File: src/rtl/tlb_op_ctrl_pkg.sv
// Shared TLB op encodings, sizes and sequencer state codes.
// Imported by tlb_op_ctrl and tlb_random_ctr.
package tlb_op_ctrl_pkg;

  localparam int TLB_LINE_DEF  = 32;
  localparam int TLB_WIDTH_DEF = 5;

  typedef logic [2:0] tlb_op_t;

  localparam tlb_op_t TLB_NONE = 3'd0;
  localparam tlb_op_t TLBP     = 3'd1;
  localparam tlb_op_t TLBR     = 3'd2;
  localparam tlb_op_t TLBWI    = 3'd3;
  localparam tlb_op_t TLBWR    = 3'd4;

  typedef logic [1:0] state_t;

  localparam state_t S_IDLE  = 2'd0;
  localparam state_t S_ISSUE = 2'd1;
  localparam state_t S_RESP  = 2'd2;
  localparam state_t S_DONE  = 2'd3;

  function automatic logic is_write(tlb_op_t op);
    return (op == TLBWI) || (op == TLBWR);
  endfunction

endpackage

File: src/rtl/tlb_random_ctr.sv
// CP0 Random counter: counts down from TLB_LINE-1 to Wired.
// Ports: run_i (count enable), wired_i/wired_we_i, rnd_o.
module tlb_random_ctr
  import tlb_op_ctrl_pkg::*;
#(
  parameter int TLB_LINE  = TLB_LINE_DEF,
  parameter int TLB_WIDTH = TLB_WIDTH_DEF
) (
  input  logic                 clk,
  input  logic                 rst,
  input  logic                 run_i,
  input  logic [TLB_WIDTH-1:0] wired_i,
  input  logic                 wired_we_i,
  output logic [TLB_WIDTH-1:0] rnd_o
);

  localparam logic [TLB_WIDTH-1:0] MAX =
    TLB_WIDTH'(TLB_LINE - 1);

  logic [TLB_WIDTH-1:0] rnd_q;
  logic [TLB_WIDTH-1:0] rnd_d;
  logic                 wrap;

  // Wrap back to the top once Wired (or zero) is reached;
  // a Wired at or above the top pins the counter there.
  assign wrap = (wired_i >= MAX)
              | (rnd_q == wired_i)
              | (rnd_q == '0);

  always_comb begin
    rnd_d = rnd_q;
    if (wired_we_i) begin
      rnd_d = MAX;
    end else if (run_i) begin
      rnd_d = wrap ? MAX : rnd_q - 1'b1;
    end
  end

  always_ff @(posedge clk or posedge rst) begin
    if (rst) begin
      rnd_q <= MAX;
    end else begin
      rnd_q <= rnd_d;
    end
  end

  assign rnd_o = rnd_q;

endmodule

File: src/rtl/tlb_op_ctrl.sv
// Sequencer for TLBP/TLBR/TLBWI/TLBWR from the M stage.
// Ports: op in, stall/done/refetch out, tlb_type, CP0 strobes.
module tlb_op_ctrl
  import tlb_op_ctrl_pkg::*;
#(
  parameter int TLB_LINE  = TLB_LINE_DEF,
  parameter int TLB_WIDTH = TLB_WIDTH_DEF
) (
  input  logic                 clk,
  input  logic                 rst,
  input  logic                 op_valid,
  input  logic [2:0]           op_type,
  input  logic                 flush,
  input  logic [31:0]          index_in,
  input  logic [TLB_WIDTH-1:0] wired_in,
  input  logic                 wired_we,
  input  logic                 probe_hit,
  input  logic [TLB_WIDTH-1:0] probe_idx,
  output logic                 stall,
  output logic                 done,
  output logic                 refetch,
  output logic [2:0]           tlb_type,
  output logic [31:0]          random_out,
  output logic                 index_we,
  output logic [31:0]          index_wdata,
  output logic                 entry_we
);

  state_t               state_q, state_d;
  tlb_op_t              op_q, op_d;
  logic                 hit_q, hit_d;
  logic [TLB_WIDTH-1:0] pidx_q, pidx_d;
  logic                 sup_q, sup_d;

  logic                 in_idle, in_issue;
  logic                 in_resp, in_done;
  logic                 accept, sup;
  logic [TLB_WIDTH-1:0] rnd;
  logic                 unused_idx;

  assign unused_idx = ^{index_in[30:6], index_in[4:0]};

  assign in_idle  = (state_q == S_IDLE);
  assign in_issue = (state_q == S_ISSUE);
  assign in_resp  = (state_q == S_RESP);
  assign in_done  = (state_q == S_DONE);

  assign accept = in_idle & op_valid
                & (op_type != TLB_NONE) & ~flush;

  // P or out-of-range blocks writes; out-of-range blocks reads.
  assign sup = (is_write(op_q)
               & (index_in[31] | index_in[5]))
             | ((op_q == TLBR) & index_in[5]);

  always_comb begin
    state_d = state_q;
    op_d    = op_q;
    hit_d   = hit_q;
    pidx_d  = pidx_q;
    sup_d   = sup_q;
    unique case (1'b1)
      in_idle: begin
        if (accept) begin
          state_d = S_ISSUE;
          op_d    = op_type;
        end
      end
      in_issue: begin
        state_d = S_RESP;
        hit_d   = probe_hit;
        pidx_d  = probe_idx;
        sup_d   = sup;
      end
      in_resp: state_d = S_DONE;
      in_done: state_d = S_IDLE;
      default: state_d = S_IDLE;
    endcase
  end

  always_ff @(posedge clk or posedge rst) begin
    if (rst) begin
      state_q <= S_IDLE;
      op_q    <= TLB_NONE;
      hit_q   <= 1'b0;
      pidx_q  <= '0;
      sup_q   <= 1'b0;
    end else begin
      state_q <= state_d;
      op_q    <= op_d;
      hit_q   <= hit_d;
      pidx_q  <= pidx_d;
      sup_q   <= sup_d;
    end
  end

  // Random freezes from the accept cycle so TLBWR
  // uses the value seen when the op was taken.
  tlb_random_ctr #(
    .TLB_LINE  (TLB_LINE),
    .TLB_WIDTH (TLB_WIDTH)
  ) u_rnd (
    .clk        (clk),
    .rst        (rst),
    .run_i      (in_idle & ~accept),
    .wired_i    (wired_in),
    .wired_we_i (wired_we),
    .rnd_o      (rnd)
  );

  assign random_out = {{(32-TLB_WIDTH){1'b0}}, rnd};

  assign stall    = accept | in_issue | in_resp;
  assign done     = in_done;
  assign refetch  = in_done & is_write(op_q);
  assign tlb_type = (in_issue & ~sup) ? op_q : TLB_NONE;
  assign index_we = in_resp & (op_q == TLBP);
  assign entry_we = in_resp & (op_q == TLBR) & ~sup_q;

  always_comb begin
    index_wdata = '0;
    if (index_we) begin
      index_wdata = hit_q
        ? {{(32-TLB_WIDTH){1'b0}}, pidx_q}
        : 32'h8000_0000;
    end
  end

endmodule

File: config.mk
export PLATFORM = sky130hd
export DESIGN_NAME = tlb_op_ctrl
export DESIGN_NICKNAME = d
export VERILOG_FILES = /design/src/rtl/tlb_op_ctrl_pkg.sv /design/src/rtl/tlb_random_ctr.sv /design/src/rtl/tlb_op_ctrl.sv
export SDC_FILE = /design/constraint.sdc
export NUM_CORES = 1
export LEC_CHECK = 0
export CAP_MARGIN = 30
export CORE_MARGIN = 2
export CORE_UTILIZATION = 35
export DETAILED_ROUTE_END_ITERATION = 10
export PLACE_DENSITY = 0.95
export SYNTH_ARGS = -nofsm -noshare
export SYNTH_HDL_FRONTEND = slang
export SYNTH_SLANG_ARGS = --single-unit
File: constraint.sdc
create_clock -name clk -period 2.5 [get_ports clk]
set_input_delay 0.625 -clock clk [delete_from_list [all_inputs] [get_ports clk]]
set_output_delay 0.625 -clock clk [all_outputs]
set_load 0.1 [all_outputs]
==> impl_metrics.tcl <==
set metrics [dict create \
    status "finished clean" \
    cts_root_buffer "clkbuf_8" \
    grt_use_met1 0.119 \
    period_share 0.982 \
    crit_required_ns 1.88 \
    cp-end-kind "primary output" \
    peakVddDrop_uv 366 \
    min_period_ns 2.45 \
    grt.busiest_layer "met2" \
    cts_inserted_buffers 3 \
    cts_tree "built" \
    io_pins 123 \
    tns_ns 0 \
    max_clock_freq_ghz 0.408 \
    grt_use_total 0.116 \
    holdWs_ns 0.501 \
    min_path_cells 1 \
    preCtsSetupSlack_ns 0.0292 \
    avgViaCountPerCell 4.15 \
    yosys-top-cells-count "buf_4 (53), dfrtp_1 (12), nor2_1 (10)" \
    place_hpwl_um 2300 \
    fillCellCount 375 \
    multi_input_comb_area_um2 810 \
    ys_ff_latch 17 \
    grt_pass1_vias 978 \
    finalPower_uw 2190 \
    holdBufCountCts 0 \
    p_leak_uw 0.000919 \
    yosysMostFrequentCell "buf_4" \
    cpPeakStageDelay_ns 0.50 \
    dpl_cell_area_um2 1860 \
    grtUsageMet2 0.219 \
    ys_types 40 \
    drc 0 \
    hold_class "reg -> reg" \
    avgSynthCellArea_um2 9.20 \
    crit_fanout 2 \
    ant_nets 0 \
    start_util 0.363 \
    vias 1045 \
    cts_max_level 1 \
    clock_skew_ns 0.00179 \
    reg2reg_to "op_q[2]$_DFFE_PP0P_" \
    grt_setup_unrepaired "no" \
    r2r-start "state_q[0]$_DFFE_PP0P_" \
    slew_viol_final 0 \
    crit_start "op_valid" \
    critPathSlowestCell "clkdlybuf4s50_1" \
    die_area_um2 4690 \
    p_per_area_nw_per_um2 1140 \
    wl_per_cell_um 10.6 \
    ys.flop_type "dfrtp_1" \
    maxSlewHeadroom 0.565 \
    fin_ws_ns 0.0462 \
    gp_congestion 0.794 \
    path_cells "clkdlybuf4s50_1 -> nand2b_4 -> or3_4 -> nand2_2 -> buf_12" \
    reg2reg_depth 6 \
    hold_viol_final 0 \
    die_h_um 68.5 \
    io_buffers 39 \
    synthCells 158 \
    drtIter0Drc 21 \
    yosys.area.top_type_share 0.274 \
    yosys_warnings 0 \
    critPathLaunchType "input pin" \
    clockBufferDepth 2 \
    synth_seq_area_share 0.297 \
    synth_edf_count 0 \
    std_cell_rows 23 \
    grt_use_met3 0.0280 \
    regArea_um2 432 \
    rrSetupSlack_ns 0.80 \
    tightest_slew_ns 0.652 \
    coreArea_um2 4000 \
    synth_area_um2 1450 \
    critical_path_arrival_ns 1.83 \
    totalWireLength_um 2670 \
    diodes 0 \
    grt_max_degree 18 \
    critPathKind "in -> out" \
    clock-sinks 17 \
    maxCapViolations 0 \
    synth_largest_area_cell "buf_4" \
    clkSlewWorstSetupHoldPaths_ns 0.06 \
    antenna_found_initial 0 \
    crit_end "stall" \
    ys_top_cells_by_area "buf_4 (27%), dfrtp_1 (21%), dfstp_2 (9.0%), ha_1 (5.2%), mux2_2 (4.6%)" \
    die_x_um 68.5 \
    clock_latency_ns 0.24 \
    layout-drive-gt1-share 0.292 \
    overflow 0 \
    nets 260 \
    fin_area_um2 1920 \
    async_reset_ff_frac 1.00 \
    setup_viol 0 \
    drt-pass1-iter-count 4 \
    grt_pass1_wl_um 4100 \
    cts_setup_buffers 0 \
    syn_to_final_growth_pct 31.9 \
]
==> critical path: cells and delay by family <==
| kind | cells | cell delay (ns) |
|---|---|---|
| buffers and inverters | 2 | 0.67 |
| AND/OR/NAND/NOR | 3 | 0.52 |
==> metrics by stage <==
step           instances   util
6_report             252  0.480
2_1_floorplan        210      -
3_5_place_dp         248  0.466
4_1_cts              252  0.477
3_3_place_gp         248  0.466
5_1_grt              252  0.480
==> placed cells by master, fill, tap and decap left out, drive strengths merged, types with 2 or more instances in the layout <==
cell type / count
a22o: 2
and2: 3
and3: 7
buf: 23
clkbuf: 4
clkdlybuf4s50: 20
conb: 53
dfrtp: 12
dfstp: 5
ha: 6
inv: 9
mux2: 6
nand2: 6
nand2b: 2
nor2: 11
nor2b: 3
nor3: 3
o21a: 3
o21ai: 3
xnor2: 3
xor2: 3
==> area by class of cell <==
| type | instances | area share |
|---|---|---|
| tap | 50 | 0.0326 |
| clock buffer | 4 | 0.0235 |
| inverter | 9 | 0.0176 |
| multi-input combinational | 129 | 0.422 |
| sequential | 17 | 0.225 |
| timing repair buffer | 43 | 0.279 |
==> logic make-up after synthesis <==
group,Yosys count,share of synthesized area
muxes,7,0.0534
adders and majority gates,6,0.0516
AOI/OAI and AO/OA,16,0.0938
DFF,17,0.297
buffers and inverters,64,0.302
and+or+nand+nor,41,0.164
xor gates and xnor gates,6,0.0362
other,1,0.00258
==> state kept, by name, indices dropped and copies added (netlist names) <==
name	flops
pidx_q	5
u_rnd.rnd_o	5
state_q	2
sup_q	1
op_q	3
hit_q	1
==> timing repair <==
action                     CTS  global route
hold endpoints to repair     0             0
setup endpoints to repair    0             3
gates resized for setup      0             3
==> worst min path at each step <==
stage | slack, ns | start | endpoint
4_1_cts | 0.50 | sup_q$_DFFE_PP0N_ | sup_q$_DFFE_PP0N_
5_1_grt | 0.53 | sup_q$_DFFE_PP0N_ | sup_q$_DFFE_PP0N_
3_5_place_dp | 0.49 | sup_q$_DFFE_PP0N_ | sup_q$_DFFE_PP0N_
2_1_floorplan | 0.46 | sup_q$_DFFE_PP0N_ | sup_q$_DFFE_PP0N_
6_report | 0.50 | pidx_q[2]$_DFFE_PP0N_ | pidx_q[2]$_DFFE_PP0N_
3_3_place_gp | 0.48 | pidx_q[4]$_DFFE_PP0N_ | pidx_q[4]$_DFFE_PP0N_
==> where the power goes <==
part	internal [µW]	leakage [µW]	switching [µW]
sequential	395	0.000196	98.9
combinational	437	0.000700	1060
clock	113	0.0000228	82.8
==> routing by layer <==
metal | wire length, µm | vias to the layer above
met4 | 43 | 0
met5 | 0 | -
met2 | 1430 | 52
met3 | 228 | 6
met1 | 958 | 490
li1 | - | 497
Power figures use the tool's default switching activity.
